--- src/rtl/serial_receiver_5bit_pkg.sv ---
// Shared definitions for the 5-bit serial receive link: word/counter widths
// and the frame-alignment state encoding.
package serial_receiver_5bit_pkg;

   localparam int WIDTH_DEF       = 5;
   localparam int COUNT_WIDTH_DEF = 3;

   typedef enum logic {
      IDLE = 1'b0,
      RECV = 1'b1
   } rx_state_t;

endpackage

--- src/rtl/serial_receiver_5bit_sipo.sv ---
// Serial-in/parallel-out right shifter built from JK flip-flop cells.
// Holds when shift_en is low (J=K=0); loads d when high (J=d, K=~d).
module flipflop_jk (
   input  logic clk,
   input  logic clear_n,
   input  logic j,
   input  logic k,
   output logic q
);

   always_ff @(posedge clk or negedge clear_n) begin
      if (!clear_n) begin
         q <= 1'b0;
      end else begin
         case ({j, k})
            2'b01:   q <= 1'b0;
            2'b10:   q <= 1'b1;
            2'b11:   q <= ~q;
            default: q <= q;
         endcase
      end
   end

endmodule

module shift_register_5bit_sipo #(
   parameter int WIDTH = serial_receiver_5bit_pkg::WIDTH_DEF
) (
   input  logic             clk,
   input  logic             clear_n,
   input  logic             shift_en,
   input  logic             serial_in,
   output logic [WIDTH-1:0] q
);

   logic [WIDTH-1:0] d;

   // Right shift: new bit enters the MSB, so after WIDTH shifts the first bit sits at bit0.
   assign d = {serial_in, q[WIDTH-1:1]};

   for (genvar i = 0; i < WIDTH; i++) begin : g_cell
      flipflop_jk u_ff (
         .clk     (clk),
         .clear_n (clear_n),
         .j       (shift_en & d[i]),
         .k       (shift_en & ~d[i]),
         .q       (q[i])
      );
   end

endmodule

--- src/rtl/serial_receiver_5bit.sv ---
// Receive end of the 5-bit LSB-first link: frame alignment FSM, bit counter,
// holding register with valid/ack handshake and sticky overrun flag.
//
//  state | meaning
//  IDLE  | waiting for an accepted bit with frameStart (bit0 of a frame)
//  RECV  | collecting bits 1..WIDTH-1 of the current frame
module serial_receiver_5bit
   import serial_receiver_5bit_pkg::*;
#(
   parameter int WIDTH       = WIDTH_DEF,
   parameter int COUNT_WIDTH = COUNT_WIDTH_DEF
) (
   input  logic                   clockpulse,
   input  logic                   clear,
   input  logic                   serialIn,
   input  logic                   serialValid,
   input  logic                   frameStart,
   input  logic                   wordAck,
   output logic [WIDTH-1:0]       wordOut,
   output logic [WIDTH-1:0]       notWordOut,
   output logic                   wordValid,
   output logic [COUNT_WIDTH-1:0] bitCount,
   output logic                   overrun
);

   localparam logic [COUNT_WIDTH-1:0] LAST_BIT  = COUNT_WIDTH'(WIDTH - 1);
   localparam logic [COUNT_WIDTH-1:0] FIRST_CNT = COUNT_WIDTH'(1);

   rx_state_t              state, state_next;
   logic [COUNT_WIDTH-1:0] count_next;
   logic                   shift_en;
   logic                   frame_done;
   logic [WIDTH-1:0]       shift_q;
   logic [WIDTH-1:0]       word_new;

   shift_register_5bit_sipo #(.WIDTH(WIDTH)) u_sipo (
      .clk       (clockpulse),
      .clear_n   (clear),
      .shift_en  (shift_en),
      .serial_in (serialIn),
      .q         (shift_q)
   );

   // The completed word includes the bit being shifted in on this edge.
   assign word_new = {serialIn, shift_q[WIDTH-1:1]};

   always_ff @(posedge clockpulse or negedge clear) begin
      if (!clear) begin
         state    <= IDLE;
         bitCount <= '0;
      end else begin
         state    <= state_next;
         bitCount <= count_next;
      end
   end

   always_comb begin
      state_next = state;
      count_next = bitCount;
      shift_en   = 1'b0;
      frame_done = 1'b0;
      if (serialValid) begin
         case (state)
            IDLE: begin
               if (frameStart) begin
                  shift_en   = 1'b1;
                  count_next = FIRST_CNT;
                  state_next = RECV;
               end
            end
            RECV: begin
               shift_en = 1'b1;
               if (frameStart) begin
                  count_next = FIRST_CNT;
               end else if (bitCount == LAST_BIT) begin
                  frame_done = 1'b1;
                  count_next = '0;
                  state_next = IDLE;
               end else begin
                  count_next = bitCount + FIRST_CNT;
               end
            end
            default: state_next = IDLE;
         endcase
      end
   end

   // A completion with an ack on the same edge hands over the new word directly.
   always_ff @(posedge clockpulse or negedge clear) begin
      if (!clear) begin
         wordOut   <= '0;
         wordValid <= 1'b0;
         overrun   <= 1'b0;
      end else if (frame_done) begin
         if (!wordValid || wordAck) begin
            wordOut   <= word_new;
            wordValid <= 1'b1;
         end else begin
            overrun   <= 1'b1;
         end
      end else if (wordAck) begin
         wordValid <= 1'b0;
      end
   end

   assign notWordOut = ~wordOut;

endmodule

--- config.mk ---
export PLATFORM = sky130hd
export DESIGN_NAME = serial_receiver_5bit
export DESIGN_NICKNAME = d
export VERILOG_FILES = /design/src/rtl/serial_receiver_5bit_pkg.sv /design/src/rtl/serial_receiver_5bit_sipo.sv /design/src/rtl/serial_receiver_5bit.sv
export SDC_FILE = /design/constraint.sdc
export NUM_CORES = 1
export LEC_CHECK = 0
export CORE_MARGIN = 4
export CORE_UTILIZATION = 49
export DETAILED_ROUTE_END_ITERATION = 12
export PLACE_DENSITY = 0.83
export SLEW_MARGIN = 20
export SYNTH_ARGS = -nofsm -noshare
export SYNTH_HDL_FRONTEND = slang
export SYNTH_HIERARCHICAL = 1
export SYNTH_SLANG_ARGS = --single-unit
--- constraint.sdc ---
create_clock -name clockpulse -period 3.13 [get_ports clockpulse]
set_input_delay 0.939 -clock clockpulse [delete_from_list [all_inputs] [get_ports clockpulse]]
set_output_delay 0.939 -clock clockpulse [all_outputs]
set_load 0.005 [all_outputs]
==> results.ini, run 1 <==
[floorplanning]
die_y_um = 46.59
io_pins = 21
core_area_sq_mm = 0.001350
start_util_pct = 54.03
row_count = 13
dieArea_sq_mm = 0.002170
die_w_um = 46.59

[layout]
synthToLayoutAreaGrowth_pct = 32.42
instances_no_fill = 103
final_nets = 97
fin_area_sq_um = 965.9
drive_gt1_share_pct = 18.18
n_fill_cell = 105
antenna_cells = 0

[place]
postPlaceCellArea_sq_um = 939.7
dp_cells = 99
portBuffers = 20
routabilityCongestion = 0.7592
hpwl_um = 994.8

[logic_synthesis]
synth.avg_cell_area_sq_um = 11.05
synthesis.nets = 74
yosysWarnings = 6
syn_area_sq_um = 729.5
synth_cells = 66

[drt]
via_count = 520
post_drt_wl_per_cell_um = 12.74
routed_via_density = 5.049
drtAntennaViolNets = 0
drt-pass1-iter-count = 3
drt_iter0_markers = 4
wirelength_um = 1312
drcViolationCount = 0

[global_route]
met3_usage_pct = 7.031
grt_overflow = 0
track_usage_pct = 14.78
grt_antenna_before_repair = 0
grt_max_degree = 16
grt_pass1_vias = 496
gr-usage-met1_pct = 18.60
grtUsageMet2_pct = 21.98
grt-busiest-layer = met2
grt_pass1_wl_um = 2166

[cts]
cts_buffer_depth = 2
postCtsHoldBufs = 0
clk_pin_slew_worst_paths_ns = 0.09
cts-resized-gates = 0
worstSkewPairLatency_ns = 0.28
numCtsBuffers = 3
cts_tree = built
clkSinkCount = 15
post_cts_buffers = 0
cts_root_buffer = clkbuf_4
htree_num_levels = 1

[power_and_ir_drop]
ir_drop_v = 0.0004939
power.density_mw_per_mm2 = 664.0
power.leakage_nw = 0.4395

[worst_setup_path]
cpMaxStageDelayCell = clkdlybuf4s50_1
crit_chain = clkdlybuf4s50_1 -> nand2_2 -> nor4_4 -> mux2_2
cp-end-kind = register
worstPathArrival_ns = 2.49
required_ns = 3.29
critPathLaunchType = input port
slowest_delay_ns = 0.63
cp_max_fo = 8
path_class = in2reg

[timing]
clock.fmax_mhz = 429.8
setup_tns_ns = 0
whs_ns = 0.4745
finalCritPeriodShare_pct = 74.34
hold_viol_final = 0
slew_headroom_pct = 55.34
tightest_slew_ns = 0.6678
clock_skew_ns = 0.006798
rsz0062_at_grt = no
setup_viol = 0
fin_crit_ns = 2.327
drv_slew = 0

[status]
outcome = completed

[worst_hold_path]
hold_path_class = reg2reg

[run]
maxCapViolations = 0

-- final cells by class --
type                    count  area (sq um)  share of cell area, %
clock buffers               4         26.28                  2.720
well taps                  15         18.77                  1.943
repair buffers             20         200.2                  20.73
inverters                   7         26.28                  2.720
multi-input cells          42         319.1                  33.03
flip-flops and latches     15         375.4                  38.86
-- worst max-delay path, delay by kind of cell --
family | cells | cell delay (ns)
buffers and inverters | 1 | 0.63
AND/OR/NAND/NOR | 2 | 0.53
multiplexers | 1 | 0.38
-- metrics by stage --
stage | util [%] | power [mW] | worst slack, ns
4_1_cts | 71.55 | 0.6540 | 0.8069
5_1_grt | 71.55 | 0.6904 | 0.7210
3_3_place_gp | 69.60 | 0.5329 | 0.5751
3_5_place_dp | 69.60 | 0.5413 | 0.4952
6_report | 71.55 | 0.6413 | 0.8031
2_1_floorplan | - | 0.4009 | 1.125
-- power by group --
| part | total [mW] | switching, mW | internal, mW | leakage [nW] |
|---|---|---|---|---|
| sequential | 0.298 | 0.0494 | 0.248 | 0.185 |
| combinational | 0.236 | 0.0776 | 0.159 | 0.240 |
| clock | 0.108 | 0.0581 | 0.0494 | 0.0150 |
| total | 0.641 | 0.185 | 0.456 | 0.439 |
-- state kept, by name, indices dropped and copies added (netlist names) --
signal / flops
state: 1
overrun: 1
wordValid: 1
bitCount: 3
u_sipo/g_cell.u_ff/q: 4
wordOut: 5
-- routing by layer --
metal	vias to the layer above	part of all wire [%]
met5	-	0
met3	2	7.5
met4	0	0.91
li1	267	-
met1	235	47
met2	16	45
-- layout by cell type, fill, tap and decap left out --
cell type / count
nor2b_1: 1
a21oi_1: 4
mux2_2: 5
nor4_4: 1
a31o_2: 1
and2_1: 4
o21a_1: 3
nand2_1: 1
ha_1: 2
o21ai_0: 1
nand2_2: 1
nor4b_1: 1
or2_2: 1
dfrtp_1: 15
clkdlybuf4s50_1: 20
nor2_1: 4
a21o_1: 2
clkbuf_4: 3
a22o_1: 2
nor3_1: 1
nand3_1: 2
clkbuf_1: 1
and2b_2: 4
inv_1: 7
o22ai_1: 1
-- worst paths after layout --
check	from	endpoint	slack, ns	depth (start not counted)
hold / removal	overrun$_DFFE_PN0P_	overrun$_DFFE_PN0P_	0.47	1
hold reg to reg	overrun$_DFFE_PN0P_	overrun$_DFFE_PN0P_	0.47	1
setup reg to reg	bitCount[0]$_DFFE_PN0P_	wordOut[4]$_DFFE_PN0P_	1.38	5
max in group asynchronous	clear	bitCount[1]$_DFFE_PN0P_	1.64	1
setup / recovery	serialValid	wordOut[4]$_DFFE_PN0P_	0.80	4
min in group asynchronous	clear	u_sipo/g_cell[2].u_ff/q$_DFFE_PN0P_	1.06	1
(Power assumes the default switching activity.)
==> run 2, diff against run 1 <==
--- a/config.mk
+++ b/config.mk
@@ -6,9 +6,9 @@
 export NUM_CORES = 1
 export LEC_CHECK = 0
 export CORE_MARGIN = 4
-export CORE_UTILIZATION = 49
+export CORE_UTILIZATION = 46
 export DETAILED_ROUTE_END_ITERATION = 12
-export PLACE_DENSITY = 0.83
+export PLACE_DENSITY = 0.79
 export SLEW_MARGIN = 20
 export SYNTH_ARGS = -nofsm -noshare
 export SYNTH_HDL_FRONTEND = slang
==> constraint.sdc (replaced) <==
create_clock -name clockpulse -period 2.25 [get_ports clockpulse]
set_input_delay 0.675 -clock clockpulse [delete_from_list [all_inputs] [get_ports clockpulse]]
set_output_delay 0.675 -clock clockpulse [all_outputs]
set_load 0.005 [all_outputs]
==> results.ini, run 2 (same netlist as run 1, synthesis figures left out) <==
[place]
hpwl_um = 1111  ; was 994.8 um
dp_slack_ns = 0.06855  ; was 0.4952 ns
dp_cells = 103  ; was 99
portBuffers = 20  ; unchanged
routabilityCongestion = 0.8566  ; was 0.7592
postPlaceCellArea_sq_um = 963.4  ; was 939.7 sq um

[timing]
drv_slew = 0  ; unchanged
hold_viol_final = 0  ; unchanged
fin_crit_ns = 1.927
whs_ns = 0.4795  ; was 0.4745 ns
slew_headroom_pct = 74.34  ; was 55.34%
finalCritPeriodShare_pct = 85.65
setup_tns_ns = 0  ; unchanged
setup_viol = 0  ; unchanged
tightest_slew_ns = 0.3820  ; was 0.6678 ns
clock_skew_ns = 0.002606  ; was 0.006798 ns
clock.fmax_mhz = 518.9
fin_ws_ns = 0.3229  ; was 0.8031 ns
rsz0062_at_grt = no  ; unchanged

[layout]
final_nets = 100  ; was 97
top_register = wordOut  ; unchanged
instances_no_fill = 107  ; was 103
register_area_sq_um = 375.4  ; unchanged
largest_reg_flops = 5  ; unchanged
n_fill_cell = 117  ; was 105
synthToLayoutAreaGrowth_pct = 35.68  ; was 32.42%
antenna_cells = 0  ; unchanged
fin_area_sq_um = 989.7  ; was 965.9 sq um
reg_top3 = wordOut (5), u_sipo/g_cell.u_ff/q (4), bitCount (3)  ; unchanged
final_common_cell = clkdlybuf4s50_1  ; unchanged
mostFrequentLayoutCells = 20 x clkdlybuf4s50_1, 15 x dfrtp_1, 7 x inv_1  ; unchanged
drive_gt1_share_pct = 20.88  ; was 18.18%
utilization_pct = 65.70  ; was 71.55%
multi_input_area_sq_um = 319.1  ; unchanged

[power_and_ir_drop]
power.leakage_nw = 0.4539  ; was 0.4395 nW
power_mw = 0.9086  ; was 0.6413 mW
power.density_mw_per_mm2 = 918.0  ; was 664.0 mW/mm^2
ir_drop_v = 0.0005542  ; was 0.0004939 V

[worst_setup_path]
r2r-start = bitCount[0]$_DFFE_PN0P_  ; unchanged
required_ns = 1.57  ; was 3.29 ns
critPathLaunchType = register  ; was input port
path_class = reg2out  ; was in2reg
cp_max_fo = 3  ; was 8
crit_start = wordOut[4]$_DFFE_PN0P_  ; was serialValid
worstPathArrival_ns = 1.25  ; was 2.49 ns
cp-end-kind = output port  ; was register

[cts]
post_cts_buffers = 0  ; unchanged
cts_tree = built  ; unchanged
cts_root_buffer = clkbuf_4  ; unchanged
cts-resized-gates = 0  ; unchanged
htree_num_levels = 1  ; unchanged
cts_buffer_depth = 2  ; unchanged
postCtsHoldBufs = 0  ; unchanged
worstSkewPairLatency_ns = 0.28  ; about the same
clk_pin_slew_worst_paths_ns = 0.09  ; about the same
clkSinkCount = 15  ; unchanged
numCtsBuffers = 3  ; unchanged

[worst_hold_path]
min_from = u_sipo/g_cell[1].u_ff/q$_DFFE_PN0P_  ; was overrun$_DFFE_PN0P_
hold_path_class = reg2reg  ; unchanged

[global_route]
grt_max_degree = 16  ; unchanged
grt_overflow = 0  ; unchanged
grt_pass1_vias = 538  ; was 496
grt_pass1_wl_um = 2401  ; was 2166 um
track_usage_pct = 15.10  ; was 14.78%
grt_antenna_before_repair = 0  ; unchanged

[drt]
drcViolationCount = 0  ; unchanged
routed_via_density = 5.131  ; was 5.049
drtAntennaViolNets = 0  ; unchanged
drt_iter0_markers = 9  ; was 4
drt-pass1-iter-count = 4  ; was 3
wirelength_um = 1493  ; was 1312 um
via_count = 549  ; was 520
post_drt_wl_per_cell_um = 13.95  ; was 12.74 um

[floorplanning]
row_count = 14  ; was 13
io_pins = 21  ; unchanged
dieArea_sq_mm = 0.002287  ; was 0.002170 sq mm
die_w_um = 47.82  ; was 46.59 um
die_y_um = 47.82  ; was 46.59 um
core_area_sq_mm = 0.001506  ; was 0.001350 sq mm
start_util_pct = 48.42  ; was 54.03%

[run]
maxCapViolations = 0  ; unchanged

[status]
outcome = completed  ; unchanged

-- run 2: worst paths after layout --
kind                                                  endpoint  slack [ns]  cells after the start
max in group asynchronous               wordOut[3]$_DFFE_PN0P_        1.37                      2
min in group asynchronous  u_sipo/g_cell[1].u_ff/q$_DFFE_PN0P_        0.70                      2
min                        u_sipo/g_cell[1].u_ff/q$_DFFE_PN0P_        0.48                      1
min reg2reg                u_sipo/g_cell[1].u_ff/q$_DFFE_PN0P_        0.48                      1
max                                              notWordOut[4]        0.32                      2
max reg2reg                             wordOut[3]$_DFFE_PN0P_        0.50                      5
-- run 2: per-layer routing --
| metal | vias to the layer above | wire length [um] | GRT usage [%] |
|---|---|---|---|
| li1 | 276 | - | - |
| met1 | 255 | 691 | 20.28 |
| met2 | 18 | 722 | 23.22 |
| met3 | 0 | 79 | 4.135 |
| met4 | 0 | 0 | 5.376 |
| met5 | - | 0 | 0 |
-- run 2: power by group --
group / internal, mW / switching, mW
clock: 0.0686 / 0.0871
combinational: 0.224 / 0.112
sequential: 0.345 / 0.0722
-- run 2: worst max-delay path: stages (launching register included) --
cell,delay [ns]
dfrtp_1,0.41
inv_1,0.06
clkdlybuf4s50_1,0.50
-- run 2: final cells by class --
class / count / area share [%]
Sequential cell: 15 / 37.93
Tap cell: 16 / 2.023
Inverter: 7 / 2.655
Clock buffer: 4 / 2.655
Timing Repair Buffer: 23 / 22.50
Multi-Input combinational cell: 42 / 32.24
==> run 3, diff against run 2 <==
--- a/config.mk
+++ b/config.mk
@@ -8,7 +8,7 @@
 export CORE_MARGIN = 4
 export CORE_UTILIZATION = 46
 export DETAILED_ROUTE_END_ITERATION = 12
-export PLACE_DENSITY = 0.79
+export PLACE_DENSITY = 0.75
 export SLEW_MARGIN = 20
 export SYNTH_ARGS = -nofsm -noshare
 export SYNTH_HDL_FRONTEND = slang
==> results.ini, run 3 (same netlist as run 1, synthesis figures left out) <==
[drt]
routed_via_density = 5.215  ; was 5.131
drtAntennaViolNets = 0  ; unchanged
drt_iter0_markers = 5  ; was 9
post_drt_wl_per_cell_um = 14.26  ; was 13.95 um
via_count = 558  ; was 549
drcViolationCount = 0  ; unchanged
drt-pass1-iter-count = 4  ; unchanged
wirelength_um = 1526  ; was 1493 um

[floorplanning]
die_y_um = 47.82  ; unchanged
row_count = 14  ; unchanged
start_util_pct = 48.42  ; unchanged
die_w_um = 47.82  ; unchanged
io_pins = 21  ; unchanged
dieArea_sq_mm = 0.002287  ; unchanged
core_area_sq_mm = 0.001506  ; unchanged

[timing]
finalCritPeriodShare_pct = 86.43  ; was 85.65%
hold_viol_final = 0  ; unchanged
fin_crit_ns = 1.945  ; was 1.927 ns
setup_viol = 0  ; unchanged
drv_slew = 0  ; unchanged
rsz0062_at_grt = no  ; unchanged
clock.fmax_mhz = 514.2  ; was 518.9 MHz
whs_ns = 0.4733  ; was 0.4795 ns
clock_skew_ns = 0.006819  ; was 0.002606 ns
tightest_slew_ns = 0.3902  ; was 0.3820 ns
slew_headroom_pct = 73.79  ; was 74.34%
setup_tns_ns = 0  ; unchanged

[power_and_ir_drop]
p_sw_mw = 0.2860  ; was 0.2711 mW
power.leakage_nw = 0.4529  ; was 0.4539 nW
power.density_mw_per_mm2 = 929.0  ; was 918.0 mW/mm^2
internal-power_mw = 0.6369  ; was 0.6375 mW
pwr-share-seq_pct = 45.7  ; was 45.9%
p_sw_share_pct = 30.99  ; was 29.83%
combPwrFrac_pct = 36.7  ; was 36.9%
p_clk_share_pct = 17.6  ; was 17.1%
power_mw = 0.9229  ; was 0.9086 mW
ir_drop_v = 0.0006121  ; was 0.0005542 V

[worst_hold_path]
whs_path_depth = 1  ; unchanged
hold_path_class = reg2reg  ; unchanged
hold_end = overrun$_DFFE_PN0P_  ; was u_sipo/g_cell[1].u_ff/q$_DFFE_PN0P_
min_from = overrun$_DFFE_PN0P_  ; was u_sipo/g_cell[1].u_ff/q$_DFFE_PN0P_

[global_route]
grt_pass1_vias = 560  ; was 538
track_usage_pct = 16.82  ; was 15.10%
grt_pass1_wl_um = 2484  ; was 2401 um
grt_overflow = 0  ; unchanged
grt_max_degree = 16  ; unchanged
grt_antenna_before_repair = 0  ; unchanged

[worst_setup_path]
r2r-start = bitCount[0]$_DFFE_PN0P_  ; unchanged
timing.rr.end = wordOut[4]$_DFFE_PN0P_  ; was wordOut[3]$_DFFE_PN0P_
r2r_cells = 5  ; unchanged
cpMaxStageDelayCell = clkdlybuf4s50_1  ; unchanged
slowest_delay_ns = 0.50  ; about the same
path_class = reg2out  ; unchanged
worstPathArrival_ns = 1.27  ; was 1.25 ns
critPathLaunchType = register  ; unchanged
cp_max_fo = 3  ; unchanged
r2r_slack_ns = 0.47  ; was 0.50 ns
cp_num_buf_inv = 2  ; unchanged
cp_top_family = buffers and inverters  ; unchanged
cp-end-kind = output port  ; unchanged
crit_chain = inv_1 -> clkdlybuf4s50_1  ; unchanged
required_ns = 1.57  ; about the same

[cts]
cts-resized-gates = 0  ; unchanged
clk_pin_slew_worst_paths_ns = 0.10  ; was 0.09 ns
clkSinkCount = 15  ; unchanged
numCtsBuffers = 3  ; unchanged
cts_buffer_depth = 2  ; unchanged
cts_root_buffer = clkbuf_4  ; unchanged
cts_tree = built  ; unchanged
postCtsHoldBufs = 0  ; unchanged
htree_num_levels = 1  ; unchanged
worstSkewPairLatency_ns = 0.29  ; was 0.28 ns
post_cts_buffers = 0  ; unchanged

[layout]
drive_gt1_share_pct = 21.98  ; was 20.88%
final_nets = 100  ; unchanged
top_register = wordOut  ; unchanged
antenna_cells = 0  ; unchanged
synthToLayoutAreaGrowth_pct = 36.19  ; was 35.68%
final_common_cell = clkdlybuf4s50_1  ; unchanged
reg_top3 = wordOut (5), u_sipo/g_cell.u_ff/q (4), bitCount (3)  ; unchanged
mostFrequentLayoutCells = 20 x clkdlybuf4s50_1, 15 x dfrtp_1, 7 x inv_1  ; unchanged
largest_reg_flops = 5  ; unchanged

[run]
maxCapViolations = 0  ; unchanged

[place]
portBuffers = 20  ; unchanged
routabilityCongestion = 0.8268  ; was 0.8566

[status]
outcome = completed  ; unchanged

## run 3: cell count changes in the layout (fill, tap and decap cells not counted), sizes merged
cell / delta
clkbuf: -1
clkinvlp: +1
## run 3: metal layers
metal	vias up	track usage [%]	part of all wire (%)
li1	271	-	-
met1	269	19.53	43
met2	13	25.59	49
met3	5	4.511	4.7
met4	0	13.98	3.3
met5	-	0	0
## run 3: through the flow
stage,util (%),instance area (sq um),setup WS (ns),cells
after detailed placement,63.95,963.4,0.05969,103
after CTS,65.95,993.5,0.2843,107
final,65.95,993.5,0.3054,107
after global routing,65.95,993.5,0.2478,107
after floorplan,-,729.5,0.5092,66
after global placement,63.95,963.4,0.1111,103
## run 3: final cells by class
| type | count | area (sq um) |
|---|---|---|
| fill | 127 | 513.0 |
| sequential | 15 | 375.4 |
| multi-input combinational | 42 | 319.1 |
| timing repair buffer | 23 | 222.7 |
| inverter | 7 | 26.28 |
| clock buffer | 3 | 22.52 |
| tap | 16 | 20.02 |
| clock inverter | 1 | 7.507 |
## run 3: power by group through the flow
stage	Combinational, mW	Clock [mW]	Sequential [mW]
after floorplan	0.148	0	0.409
after global placement	0.330	0	0.418
after detailed placement	0.342	0	0.428
after CTS	0.344	0.169	0.422
after global routing	0.372	0.182	0.436
final	0.339	0.163	0.421
## run 3: how the worst max path moves through the flow
| stage | slack [ns] | startpoint | cells after the start | endpoint |
|---|---|---|---|---|
| 5_1_grt | 0.25 | wordOut[1]$_DFFE_PN0P_ | 2 | notWordOut[1] |
| 4_1_cts | 0.28 | wordOut[2]$_DFFE_PN0P_ | 2 | notWordOut[2] |
| 3_5_place_dp | 0.06 | serialValid | 4 | wordOut[4]$_DFFE_PN0P_ |
| 2_1_floorplan | 0.51 | serialValid | 4 | wordOut[4]$_DFFE_PN0P_ |
| 3_3_place_gp | 0.11 | serialValid | 4 | wordOut[0]$_DFFE_PN0P_ |
| 6_report | 0.31 | wordOut[2]$_DFFE_PN0P_ | 2 | notWordOut[2] |
